### src/rtl/spi_pkg.sv
// Shared SPI definitions for the spi_tx / spi_rx pair.
// Latency: n/a (types and constants only).
// Backpressure: n/a.
package spi_pkg;

  typedef enum logic [1:0] {
    IDLE = 2'd0,
    RECV = 2'd1,
    HOLD = 2'd2
  } spi_rx_state_t;

  localparam int SPI_DEFAULT_WIDTH   = 8;
  // Shortest data_clk high or low phase, in clk_in cycles, that the receiver resolves.
  localparam int SPI_MIN_HALF_PERIOD = 3;

  // Bit positions of the pins inside the bundled synchroniser vector.
  localparam int SPI_PIN_DATA = 0;
  localparam int SPI_PIN_CLK  = 1;
  localparam int SPI_PIN_SEL  = 2;

  // Idle pin levels: data don't-care (0), data_clk low, select high (inactive).
  localparam logic [2:0] SPI_PIN_IDLE = 3'b100;

endpackage

### src/rtl/spi_pin_sync.sv
// Multi-bit pin synchroniser with history flop and registered rise/fall detect.
// Latency: STAGES+1 clk_in cycles from pin change to level/rise/fall outputs.
// Backpressure: none; outputs are free-running levels and one-cycle pulses.
module spi_pin_sync #(
  parameter int                WIDTH     = 3,
  parameter int                STAGES    = 2,   // minimum 2 for metastability settling
  parameter logic [WIDTH-1:0]  RESET_VAL = '0
) (
  input  logic             clk_in,
  input  logic             rst_in,
  input  logic [WIDTH-1:0] pin_in,
  output logic [WIDTH-1:0] level_out,
  output logic [WIDTH-1:0] rise_out,
  output logic [WIDTH-1:0] fall_out
);

  logic [WIDTH-1:0] sync_q [STAGES];
  logic [WIDTH-1:0] sync_d [STAGES];
  logic [WIDTH-1:0] hist_q, hist_d;
  logic [WIDTH-1:0] rise_q, rise_d;
  logic [WIDTH-1:0] fall_q, fall_d;

  // Shift pins through the synchroniser chain and compare the last stage with history.
  always_comb begin
    sync_d[0] = pin_in;
    for (int i = 1; i < STAGES; i++) begin
      sync_d[i] = sync_q[i-1];
    end
    hist_d = sync_q[STAGES-1];
    rise_d = sync_q[STAGES-1] & ~hist_q;
    fall_d = ~sync_q[STAGES-1] & hist_q;
  end

  // Preset to idle pin levels so reset release never looks like an edge.
  always_ff @(posedge clk_in) begin
    if (rst_in) begin
      for (int i = 0; i < STAGES; i++) begin
        sync_q[i] <= RESET_VAL;
      end
      hist_q <= RESET_VAL;
      rise_q <= '0;
      fall_q <= '0;
    end else begin
      for (int i = 0; i < STAGES; i++) begin
        sync_q[i] <= sync_d[i];
      end
      hist_q <= hist_d;
      rise_q <= rise_d;
      fall_q <= fall_d;
    end
  end

  // History holds the level that the registered edge pulses refer to, keeping them aligned.
  assign level_out = hist_q;
  assign rise_out  = rise_q;
  assign fall_out  = fall_q;

endmodule

### src/rtl/spi_rx.sv
// SPI mode-0 receiver, MSB first, active-low select, oversampled on clk_in.
// Latency: data_valid_out SYNC_STAGES+2 cycles after the final data_clk high is first captured.
// Backpressure: none; words are presented as one-cycle pulses and data_out holds the last word.
module spi_rx
  import spi_pkg::*;
#(
  parameter int DATA_WIDTH  = SPI_DEFAULT_WIDTH,
  parameter int SYNC_STAGES = 2
) (
  input  logic                  clk_in,
  input  logic                  rst_in,
  input  logic                  data_in,
  input  logic                  data_clk_in,
  input  logic                  sel_in,
  output logic [DATA_WIDTH-1:0] data_out,
  output logic                  data_valid_out,
  output logic                  frame_err_out,
  output logic                  overrun_out
);

  localparam int CW = $clog2(DATA_WIDTH + 1);
  localparam int SW = $clog2(SYNC_STAGES + 2);
  localparam logic [CW-1:0] LAST_BIT   = CW'(DATA_WIDTH - 1);
  localparam logic [SW-1:0] SETTLE_CNT = SW'(SYNC_STAGES + 1);

  logic [2:0] pins, level, rise, fall;
  logic       data_s, clk_rise, sel_rise, sel_fall, sel_lvl, settled;
  logic       unused_pins;

  spi_rx_state_t         state_q, state_d;
  logic [CW-1:0]         cnt_q, cnt_d;
  logic [DATA_WIDTH-1:0] shift_q, shift_d;
  logic [DATA_WIDTH-1:0] data_q, data_d;
  logic                  valid_q, valid_d;
  logic                  ferr_q, ferr_d;
  logic                  ovr_q, ovr_d;
  logic                  commit_q, commit_d;
  logic                  armed_q, armed_d;
  logic [SW-1:0]         settle_q, settle_d;

  assign pins = {sel_in, data_clk_in, data_in};

  spi_pin_sync #(
    .WIDTH     (3),
    .STAGES    (SYNC_STAGES),
    .RESET_VAL (SPI_PIN_IDLE)
  ) u_pin_sync (
    .clk_in    (clk_in),
    .rst_in    (rst_in),
    .pin_in    (pins),
    .level_out (level),
    .rise_out  (rise),
    .fall_out  (fall)
  );

  assign data_s   = level[SPI_PIN_DATA];
  assign clk_rise = rise[SPI_PIN_CLK];
  assign sel_rise = rise[SPI_PIN_SEL];
  assign sel_fall = fall[SPI_PIN_SEL];
  assign sel_lvl  = level[SPI_PIN_SEL];
  assign settled  = (settle_q == SETTLE_CNT);
  assign unused_pins = ^{level[SPI_PIN_CLK], rise[SPI_PIN_DATA], fall[SPI_PIN_DATA], fall[SPI_PIN_CLK]};

  // Next-state, datapath and pulse generation; the completed word is published one cycle after capture.
  always_comb begin
    state_d  = state_q;
    cnt_d    = cnt_q;
    shift_d  = shift_q;
    data_d   = data_q;
    valid_d  = 1'b0;
    ferr_d   = 1'b0;
    ovr_d    = 1'b0;
    commit_d = 1'b0;
    settle_d = settled ? settle_q : settle_q + SW'(1);
    // The synchroniser shows preset levels right after reset; only trust select high once flushed,
    // so a select already low at reset release cannot start a frame.
    armed_d  = armed_q | (settled & sel_lvl);

    if (commit_q) begin
      data_d  = shift_q;
      valid_d = 1'b1;
    end

    case (state_q)
      IDLE: begin
        cnt_d   = '0;
        shift_d = '0;
        if (armed_q && sel_fall) begin
          state_d = RECV;
        end
      end
      RECV: begin
        // Select release wins over a coincident clock rise.
        if (sel_rise) begin
          ferr_d  = 1'b1;
          state_d = IDLE;
        end else if (clk_rise) begin
          shift_d = {shift_q[DATA_WIDTH-2:0], data_s};
          cnt_d   = cnt_q + CW'(1);
          if (cnt_q == LAST_BIT) begin
            commit_d = 1'b1;
            state_d  = HOLD;
          end
        end
      end
      HOLD: begin
        // Counter saturates here; extra clocks only flag an overrun.
        if (sel_rise) begin
          state_d = IDLE;
        end else if (clk_rise) begin
          ovr_d = 1'b1;
        end
      end
      default: begin
        state_d = IDLE;
      end
    endcase
  end

  // State and datapath registers with synchronous reset.
  always_ff @(posedge clk_in) begin
    if (rst_in) begin
      state_q  <= IDLE;
      cnt_q    <= '0;
      shift_q  <= '0;
      data_q   <= '0;
      valid_q  <= 1'b0;
      ferr_q   <= 1'b0;
      ovr_q    <= 1'b0;
      commit_q <= 1'b0;
      armed_q  <= 1'b0;
      settle_q <= '0;
    end else begin
      state_q  <= state_d;
      cnt_q    <= cnt_d;
      shift_q  <= shift_d;
      data_q   <= data_d;
      valid_q  <= valid_d;
      ferr_q   <= ferr_d;
      ovr_q    <= ovr_d;
      commit_q <= commit_d;
      armed_q  <= armed_d;
      settle_q <= settle_d;
    end
  end

  assign data_out       = data_q;
  assign data_valid_out = valid_q;
  assign frame_err_out  = ferr_q;
  assign overrun_out    = ovr_q;

endmodule
### config.mk
export PLATFORM = sky130hd
export DESIGN_NAME = spi_rx
export DESIGN_NICKNAME = d
export VERILOG_FILES = /design/src/rtl/spi_pkg.sv /design/src/rtl/spi_pin_sync.sv /design/src/rtl/spi_rx.sv
export SDC_FILE = /design/constraint.sdc
export NUM_CORES = 1
export LEC_CHECK = 0
export ABC_AREA = 1
export CAP_MARGIN = 15
export CORE_AREA = 2 2 60 62
export DETAILED_ROUTE_END_ITERATION = 10
export DIE_AREA = 0 0 62 64
export PLACE_DENSITY = 0.72
export SYNTH_ARGS = -nofsm -noshare
export SYNTH_HDL_FRONTEND = slang
export SYNTH_SLANG_ARGS = --single-unit
### constraint.sdc
create_clock -name clk_in -period 1.25 [get_ports clk_in]
set_clock_uncertainty 0.2 [all_clocks]
set_input_delay 0.125 -clock clk_in [delete_from_list [all_inputs] [get_ports clk_in]]
set_output_delay 0.125 -clock clk_in [all_outputs]
set_load 0.005 [all_outputs]
# == After elaboration in Yosys (flattened, before gate mapping) ==
# Memories as Yosys holds them, arrays and structs flattened.
# Index checks and enable logic that the tools add are counted.
# word_totals
register_bits,38
mem_bits_rw,6
input_bits,5
out_inout_bits,11
word_cells,66
mem_count,1
# mem_list
name,words,width,read_ports,rd_clocked_by_memory_dff,write_ports,line_no,text
u_pin_sync.sync_q,2,3,2,0,2,spi_pin_sync.sv:17,logic [WIDTH-1:0] sync_q [STAGES];
# classes
addsub,2
eq_ne,10
mux,21
bitwise,11
n_reduce_logical,8
# ops
cell,n
$mux 8,2
$pmux 8 s2,1
$mux 2,5
$mux 4,2
$pmux 4 s2,1
$mux 1,7
$and 3x3->3,2
$mux 3,2
$not 3->3,2
$pmux 2 s3,1
$add 4x1->4 const B,1
$eq 2x2->1 const B,2
$eq 4x3->1 const B,1
$ne 2x1->1 const B,2
$ne 2x2->1 const B,2
$reduce_and 4->1,1
$reduce_or 4->1,1
$ne 3x1->1 const B,1
$ne 3x2->1 const B,1
$not 1->1,3
$or 1x1->1,3
$reduce_and 3->1,1
$reduce_or 3->1,1
$add 2x1->2 const B,1
other kinds (6),6

# == Longest topological paths before layout ==
# Gate-level depths: netlist of run 1.
# depth
depth_word,5
ltp_mapped,8
ltp_nobuf,8

# == By module ==
# A second synthesis of run 1 with hierarchy kept.
# hier_totals
cells_unflattened,187
hier_area_um2,1631.6
# by_module_without_submodules
module,n_inst,cells_per_inst,area_per_inst_um2,seq_area_each_um2
spi_rx,1,142,1206.2,580.6
spi_pin_sync,1,45,425.4,300.3

# == Worst setup path after synthesis of run 1 ==
# OpenSTA, ideal clock, no wires.
# synth_timing
path_type,reg2reg
startpoint,register cnt_q[0]
endpoint,register state_q[0]
setup_time_ps,115
arrival_ps,948
required_time_ps,935
setup_slack_ps,-14
path_stages_with_launch,7
n_path_buf,0
period_less_slack_ps,1264
path_cell_list,dfxtp_1 -> ha_1 -> nand3_1 -> nand2_2 -> nand3_1 -> o21ai_0 -> inv_1
# synth_via
elab_chain_cells,3
# synth_rtl
item,line_no,text
from (decl),spi_rx.sv:31,"logic [CW-1:0] cnt_q, cnt_d;"
from (signal assigned),spi_rx.sv:135,cnt_q <= cnt_d;
$eq 4x3->1,spi_rx.sv:100,if (cnt_q == LAST_BIT) begin
$ne 3x2->1 (no line),n/a,
$reduce_and 4->1 (no line),n/a,
to (signal assigned),spi_rx.sv:134,state_q <= state_d;
to (decl),spi_rx.sv:30,"spi_rx_state_t state_q, state_d;"
# No other way between the ends.
# A chain may end at the register's enable or synchronous reset.

# == Worst setup path in the final report of run 1 ==
# layout_timing
startpoint,register state_q[0]
endpoint,register shift_q[5]
# layout_via
elab_chain_cells,3
elab_cells_between_ends,7
cone_classes,eq/ne (3); mux (1); reduce/logical (3)
# layout_rtl
item,line_no,text
$eq 2x1->1 / $logic_not 2->1 (equally long branches),spi_rx.sv:84,case (state_q)
"$ne 2x2->1 (no line), or another cell as far along",n/a,
$reduce_and 3->1 (no line),n/a,
to (signal assigned),spi_rx.sv:136,shift_q <= shift_d;
to (decl),spi_rx.sv:32,"logic [DATA_WIDTH-1:0] shift_q, shift_d;"
# Parallel ways exist; a longest one is shown, timed or not.

==> results of run 1 <==
## layout by cell type (no fill, tap or decap), types with 2 or more instances in the layout
master                             n
sky130_fd_sc_hd__nand2_2           5
sky130_fd_sc_hd__o21ai_1           2
sky130_fd_sc_hd__nor4_1            2
sky130_fd_sc_hd__nand3_1           4
sky130_fd_sc_hd__dfxtp_1          26
sky130_fd_sc_hd__clkdlybuf4s50_1   4
sky130_fd_sc_hd__nor3_1            3
sky130_fd_sc_hd__dfxtp_2          13
sky130_fd_sc_hd__nand2_1          27
sky130_fd_sc_hd__xor2_1            2
sky130_fd_sc_hd__dfxtp_4           2
sky130_fd_sc_hd__inv_2             4
sky130_fd_sc_hd__or2_2             2
sky130_fd_sc_hd__clkbuf_2          9
sky130_fd_sc_hd__o21ai_0           9
sky130_fd_sc_hd__clkbuf_4          5
sky130_fd_sc_hd__inv_1            14
sky130_fd_sc_hd__a21oi_1          11
sky130_fd_sc_hd__buf_4            21
sky130_fd_sc_hd__clkdlybuf4s15_1   2
sky130_fd_sc_hd__a21oi_2           2
sky130_fd_sc_hd__nor2_1           33
## layout make-up
class                           count  share of cell area [%]
Inverter                           19                    3.71
Tap cell                           46                    2.99
Clock buffer                        6                    2.67
Multi-Input combinational cell    113                    31.3
Sequential cell                    41                    43.9
Timing Repair Buffer               37                    14.7
Clock inverter                      2                   0.716
## stage by stage
step                      hold WS [ns]  cell area, um2
after global placement           0.188            1810
after CTS                       0.0522            1930
after global routing            0.0567            1920
final                           0.0766            1920
after detailed placement         0.190            1810
after floorplan                 0.0288            1470
## repair_timing
action / 4_1_cts / 5_1_grt
gates resized for setup: 39 / 19
hold endpoints to repair: 0 / 0
pin swaps: 5 / 4
buffers inserted: 1 / 2
setup endpoints to repair: 25 / 24
## flip-flops by register name (all words and copies together) (netlist names)
register / flops
armed_q: 1
cnt_q: 4
commit_q: 1
data_out: 8
data_valid_out: 1
frame_err_out: 1
overrun_out: 1
settle_q: 2
shift_q: 8
state_q: 2
u_pin_sync.fall_out: 1
u_pin_sync.level_out: 3
u_pin_sync.rise_out: 2
u_pin_sync.sync_q: 6
## cells by family (layout without fill, tap and decap cells)
logic type                 count (synthesis)  count (layout)
and+or+nand+nor                           83              83
DFF                                       41              41
AOI/OAI and AO/OA                         26              26
buffers and inverters                     23              64
adders and majority gates                  2               2
xor gates and xnor gates                   2               2
## report_power, final
group | switching, mW | total, mW | internal, mW | leakage [nW]
clock | 0.438 | 0.712 | 0.274 | 0.0382
combinational | 0.342 | 0.657 | 0.314 | 0.497
sequential | 0.0620 | 1.44 | 1.38 | 0.341
total | 0.842 | 2.81 | 1.97 | 0.876
## metal layers
| layer | share of wire, % | GRT usage, % | up-vias |
|---|---|---|---|
| li1 | - | - | 635 |
| met1 | 47 | 20.3 | 524 |
| met2 | 47 | 24.1 | 15 |
| met3 | 3.7 | 6.88 | 5 |
| met4 | 2.5 | 10.1 | 0 |
| met5 | 0 | 0 | - |
## worst paths after layout
path	startpoint	end	slack (ns)	depth (start not counted)
hold / removal	data_in	u_pin_sync.sync_q[0][0]	0.08	3
setup / recovery	state_q[0]	shift_q[5]	-0.02	5
setup reg to reg	state_q[0]	shift_q[5]	-0.02	5
hold reg to reg	u_pin_sync.level_out[1]	u_pin_sync.rise_out[1]	0.20	1
## worst max-delay path, stage by stage (launching register included)
cell and delay, ns:
sky130_fd_sc_hd__dfxtp_4 0.38, sky130_fd_sc_hd__buf_4 0.14, sky130_fd_sc_hd__a21oi_4 0.19, sky130_fd_sc_hd__inv_2 0.12, sky130_fd_sc_hd__nand2_1 0.09, sky130_fd_sc_hd__a21oi_2 0.05
==> results.md, run 1 <==
- Shortest clock period the worst path allows after layout: 1.27 ns
- Area share of xor/xnor cells in the synthesized design: 1.20%
- Setup slack after layout: -0.0227 ns
- Global-route congestion overflow total: 0
- Hold buffers post-CTS: 0
- Biggest area contributors in the synthesized netlist: sky130_fd_sc_hd__dfxtp_1, sky130_fd_sc_hd__nor2_1, sky130_fd_sc_hd__nand2_1
- Utilization after layout: 58.5%
- Async set-reset flop share out of synthesis: 0%
- Effective utilization at floorplan: 44.5%
- Vias per inst: 4.47
- Synth-to-Final Area Change: 31.5%
- Achievable frequency: 0.786 GHz
- Adder-cell share of the synthesized area: 1.71%
- Via count of the first global-routing pass: 1,116
- Dominant combinational cell family by area after synthesis: simple AND/OR/NAND/NOR gates
- Number of synthesized register bits: 41
- Footprint of the multi-input gates: 601 um2
- GR Util All Layers: 16.7%
- Period utilization: 102%
- Max-cap violations: 0
- Horiz. Die Dim: 62 um
- Distinct cell type count of the synthesized netlist: 25
- Max Transition Viols Final: 0
- Core region area: 0.00328 mm2
- Startpoint types: register
- Synth Area per Inst: 8.26 um2
- Leading cell type by number of instances after synthesis: sky130_fd_sc_hd__dfxtp_1
- Overall power of the completed layout: 2.81 mW
- Count of antenna diodes in the layout: 0
- Largest net degree at the start of global routing: 14
- Top cells by instance count after synthesis: sky130_fd_sc_hd__dfxtp_1, sky130_fd_sc_hd__nor2_1, sky130_fd_sc_hd__nand2_1, sky130_fd_sc_hd__inv_1, sky130_fd_sc_hd__a21oi_1
- Fin Setup TNS: -0.0893 ns
- Clk_lat worst skew: 0.36 ns
- CTS H-tree depth: 2
- First-pass GRT wire length: 4.72 mm
- Multiplexer share of the synthesized area: 0%
- Proportion of netlist area held by the largest area contributor: 56.2%
- Hold violation count in the final report: 0
- Synth warn: 0
- Post-Synthesis Cells: 177
- Number of violations reported at the end of detailed-routing iteration 0: 28
- Maximum fanout along the worst path: 10
- Maximum vdd drop: 1060 uV
- Post-Place Cells: 253
- Slew at the pin with the worst max-slew slack: 0.314 ns
- Type of the worst setup path: reg2reg
- Detail Placement HPWL: 1.82 mm
- FF/Latch Area: 845 um2
- CTS buffer count: 5
- Final Instance Count excl. Fillers: 264
- Placer's final routability congestion estimate: 0.764
- CTS clk-pin slew, worst paths: 0.12 ns
- Vias after detailed routing: 1,179
- Number of antenna violations at the first check in global routing: 0
- Detail-routed net length per standard cell: 10.3 um
- Post-synthesis compound-gate area fraction: 9.42%
- Power per Cell Area: 1460 mW/mm2
- Die Ht: 64 um
- Final layout net count: 224
- RSZ-0062 raised after global routing: yes
- # rows: 21
- Fraction of layout instances using a drive strength above 1: 34.9%
- Mapped Nets: 184
- Leak pwr: 0.876 nW
- Mapped cell area: 0.00146 mm2
- Flip-flop cell with the highest count after synthesis: sky130_fd_sc_hd__dfxtp_1
- Antenna-violating nets left: 0
- Part of the Yosys area used for sequential elements: 56.2%
- Num ports: 16
- Drc violations: 0
- # clock sinks: 41
- Run status: complete, but fails checks
- Pre-CTS setup slack: -0.134 ns
- Critical path data required time: 1.31 ns
- Total wire length after detailed routing: 2.72 mm
- Violated checks: negative setup slack
- TritonCTS clock tree: built
- Final setup violation count: 8
- Headroom to the max-slew limit: 78.8%
- Signal arrival time at the worst endpoint: 1.33 ns
- Largest area contributor in the synthesized netlist: sky130_fd_sc_hd__dfxtp_1
- DRT Pass-1 Iters: 4
- Port buffer count: 15
- Area of the die: 0.00397 mm2
- Number of flops mapped to enable cells by yosys: 0
- Layout fillers: 306
- Worst hold path class: in2reg
- Number of buffers on the longest clock path: 2
- Sort of element at the end of the critical path: register
- Simple-Gate Fraction of Synth Area: 25.5%
- Root Buffer Master: sky130_fd_sc_hd__clkbuf_4
No activity file was read; power rests on OpenSTA's default activity.
==> inputs of run 2 (changes only) <==
--- a/config.mk
+++ b/config.mk
@@ -10,7 +10,7 @@
 export CORE_AREA = 2 2 60 62
 export DETAILED_ROUTE_END_ITERATION = 10
 export DIE_AREA = 0 0 62 64
-export PLACE_DENSITY = 0.72
+export PLACE_DENSITY = 0.78
 export SYNTH_ARGS = -nofsm -noshare
 export SYNTH_HDL_FRONTEND = slang
 export SYNTH_SLANG_ARGS = --single-unit
==> run 2 against run 1 <==
  * Critical path type unchanged
  * Combinational power up 2%
  * Total power grew 6.7%
  * Clock power increased by 24%
  * Largest power group unchanged
  * Sequential power hardly changed
  * The run still ends with negative setup slack left
  * Via count grew 6.4%
  * Worst hold slack better by 0.013 ns
  * Highest routed layer unchanged
  * Final cell count unchanged
  * Critical endpoint is now shift_q[2]
==> results.md, run 2 (synthesized netlist as in run 1, its figures left out) <==
- Max-cap violations: 0 (unchanged)
- Maximum fanout along the worst path: 5 (was 10)
- Hold EP: u_pin_sync.sync_q[0][1] (was u_pin_sync.sync_q[0][0])
- Detail Placement HPWL: 1.91 mm (was 1.82 mm)
- Violated checks: negative setup slack (unchanged)
- Hold violation count in the final report: 0 (unchanged)
- First-pass GRT wire length: 5.08 mm (was 4.72 mm)
- Effective utilization at floorplan: 44.5% (unchanged)
- Final layout net count: 224 (unchanged)
- Run status: complete, but fails checks (unchanged)
- Fraction of layout instances using a drive strength above 1: 33.5% (was 34.9%)
- RSZ-0062 raised after global routing: yes (unchanged)
- Startpoint types: register (unchanged)
- Headroom to the max-slew limit: 82.6% (was 78.8%)
- Power per Cell Area: 1480 mW/mm2 (was 1460 mW/mm2)
- Core region area: 0.00328 mm2 (unchanged)
- Post-Place Cells: 251 (was 253)
- Largest net degree at the start of global routing: 14 (unchanged)
- Vias after detailed routing: 1,254 (was 1,179)
- Fin Setup TNS: -0.614 ns (was -0.0893 ns)
- Most common cell after layout, fill and taps aside: sky130_fd_sc_hd__nor2_1 (unchanged)
- Area of the die: 0.00397 mm2 (unchanged)
- CTS buffer count: 5 (unchanged)
- Number of buffers on the longest clock path: 2 (unchanged)
- Root Buffer Master: sky130_fd_sc_hd__clkbuf_4 (unchanged)
- Overall power of the completed layout: 3.00 mW (was 2.81 mW)
- Final setup violation count: 14 (was 8)
- Drc violations: 0 (unchanged)
- Num ports: 16 (unchanged)
- Final Instance Area: 0.00202 mm2 (was 0.00192 mm2)
- Highest-count cells in the layout ignoring fill and taps: sky130_fd_sc_hd__nor2_1, sky130_fd_sc_hd__dfxtp_1, sky130_fd_sc_hd__nand2_1 (was sky130_fd_sc_hd__nor2_1, sky130_fd_sc_hd__nand2_1, sky130_fd_sc_hd__dfxtp_1)
- Leak pwr: 0.885 nW (was 0.876 nW)
- Launch point of the worst hold path: data_clk_in (was data_in)
- Footprint of the multi-input gates: 642 um2 (was 601 um2)
- Global-route congestion overflow total: 0 (unchanged)
- Setup slack after layout: -0.0758 ns (was -0.0227 ns)
- Slew at the pin with the worst max-slew slack: 0.259 ns (was 0.314 ns)
- Clock share of power: 29.5% (was 25.4%)
- Max Transition Viols Final: 0 (unchanged)
- Clk_lat worst skew: 0.34 ns (was 0.36 ns)
- Worst R2R End: shift_q[2] (was shift_q[5])
- Signal arrival time at the worst endpoint: 1.40 ns (was 1.33 ns)
- Shortest clock period the worst path allows after layout: 1.33 ns (was 1.27 ns)
- Port buffer count: 15 (unchanged)
- Achievable frequency: 0.754 GHz (was 0.786 GHz)
- # clock sinks: 41 (unchanged)
- CTS H-tree depth: 2 (unchanged)
- Horiz. Die Dim: 62 um (unchanged)
- Instance area after placement: 0.00180 mm2 (was 0.00181 mm2)
- Number of violations reported at the end of detailed-routing iteration 0: 44 (was 28)
- Type of the worst setup path: reg2reg (unchanged)
- TritonCTS clock tree: built (unchanged)
- Internal power consumption: 2.16 mW (was 1.97 mW)
- Worst hold path class: in2reg (unchanged)
- FF/Latch Area: 843 um2 (was 845 um2)
- Placer's final routability congestion estimate: 0.762 (was 0.764)
- Reg-to-reg slack, setup: -0.08 ns (was -0.02 ns)
- Total wire length after detailed routing: 3.06 mm (was 2.72 mm)
- CTS clk-pin slew, worst paths: 0.11 ns (was 0.12 ns)
- GR Util All Layers: 17.3% (was 16.7%)
- Detail-routed net length per standard cell: 11.6 um (was 10.3 um)
- Antenna-violating nets left: 0 (unchanged)
- Path depth of the worst reg2reg path: 6 (was 5)
- Period utilization: 106% (was 102%)
- Combinational share of power: 22.3% (was 23.4%)
- Sequential fraction of design power: 48.2% (was 51.3%)
- Switching Share: 27.9% (was 30.0%)
- Hold buffers post-CTS: 0 (unchanged)
- Number of antenna violations at the first check in global routing: 0 (unchanged)
- Maximum vdd drop: 1000 uV (was 1060 uV)
- Critical path data required time: 1.33 ns (was 1.31 ns)
- Hold-critical path depth: 3 (unchanged)
- Sort of element at the end of the critical path: register (unchanged)
- Die Ht: 64 um (unchanged)
- DRT Pass-1 Iters: 4 (unchanged)
- Via count of the first global-routing pass: 1,160 (was 1,116)
- Worst Setup SP: state_q[0] (unchanged)
- Final Instance Count excl. Fillers: 264 (unchanged)
- Net switching power figure: 836 uW (was 842 uW)
- Count of antenna diodes in the layout: 0 (unchanged)
- # rows: 21 (unchanged)
- Synth-to-Final Area Change: 38.4% (was 31.5%)
- Vias per inst: 4.75 (was 4.47)
- Layout fillers: 273 (was 306)
- Launch instance of the worst register-to-register path: state_q[0] (unchanged)
==> run 2: cell count changes in the layout (fill, tap and decap cells not counted), sizes merged <==
cell,before,now
nor2,36,37
clkdlybuf4s15,2,9
clkinv,3,1
buf,22,21
clkbuf,15,9
bufinv,0,1
==> run 2: layout make-up <==
type	count	area share [%]
repair buffers	36	15.7
well taps	46	2.85
multi-input cells	114	31.7
clock buffers	7	2.72
flip-flops and latches	41	41.7
clock inverters	1	1.49
inverters	19	3.77
==> run 2: power by group through the flow <==
stage	logic [mW]	clock network (mW)	registers [mW]
finish	0.667	0.885	1.44
global route	0.741	0.965	1.45
CTS	0.596	0.897	1.44
detailed placement	0.540	0	1.46
global placement	0.530	0	1.45
floorplan	0.341	0	1.45
==> run 2: per-stage QoR <==
stage / worst slack [ns] / utilization, % / hold WS [ns]
2_1_floorplan: 0.00403 / - / 0.0288
3_3_place_gp: -0.105 / 54.7 / 0.178
3_5_place_dp: -0.134 / 54.7 / 0.186
4_1_cts: -0.0270 / 59.5 / 0.0772
5_1_grt: -0.129 / 61.6 / 0.0976
6_report: -0.0758 / 61.6 / 0.0893
==> run 2: worst max path at each step <==
stage,end,depth (start not counted),slack (ns)
final,shift_q[2],6,-0.08
after global routing,shift_q[4],6,-0.13
after CTS,shift_q[2],6,-0.03
after detailed placement,u_pin_sync.sync_q[0][2],3,-0.13
after global placement,u_pin_sync.sync_q[0][5],3,-0.10
after floorplan,state_q[0],6,0.004
==> run 2: timing repair <==
item                                    in CTS  in global routing
gates cloned                                 0                  1
endpoints found under the setup margin      25                 20
resized for setup                           40                 21
pin swaps                                    4                 19
setup buffers                                3                  1
==> run 2: per-layer routing <==
layer  wire length (um)  part of all wire [%]  vias to the layer above  global-route usage [%]
li1                   -                     -                      639                       -
met1               1380                    45                      567                    22.3
met2               1460                    48                       40                    26.7
met3                158                   5.2                        8                    5.47
met4                 59                   1.9                        0                    6.38
met5                  0                     0                        -                       0
==> run 2: critical path, cell delays in order, from the launching register on <==
cell and delay (ns):
sky130_fd_sc_hd__dfxtp_4 0.40, sky130_fd_sc_hd__inv_4 0.04, sky130_fd_sc_hd__nor2_4 0.14, sky130_fd_sc_hd__nand2_4 0.11, sky130_fd_sc_hd__nor2_8 0.17, sky130_fd_sc_hd__nand2_2 0.07, sky130_fd_sc_hd__a21oi_2 0.13
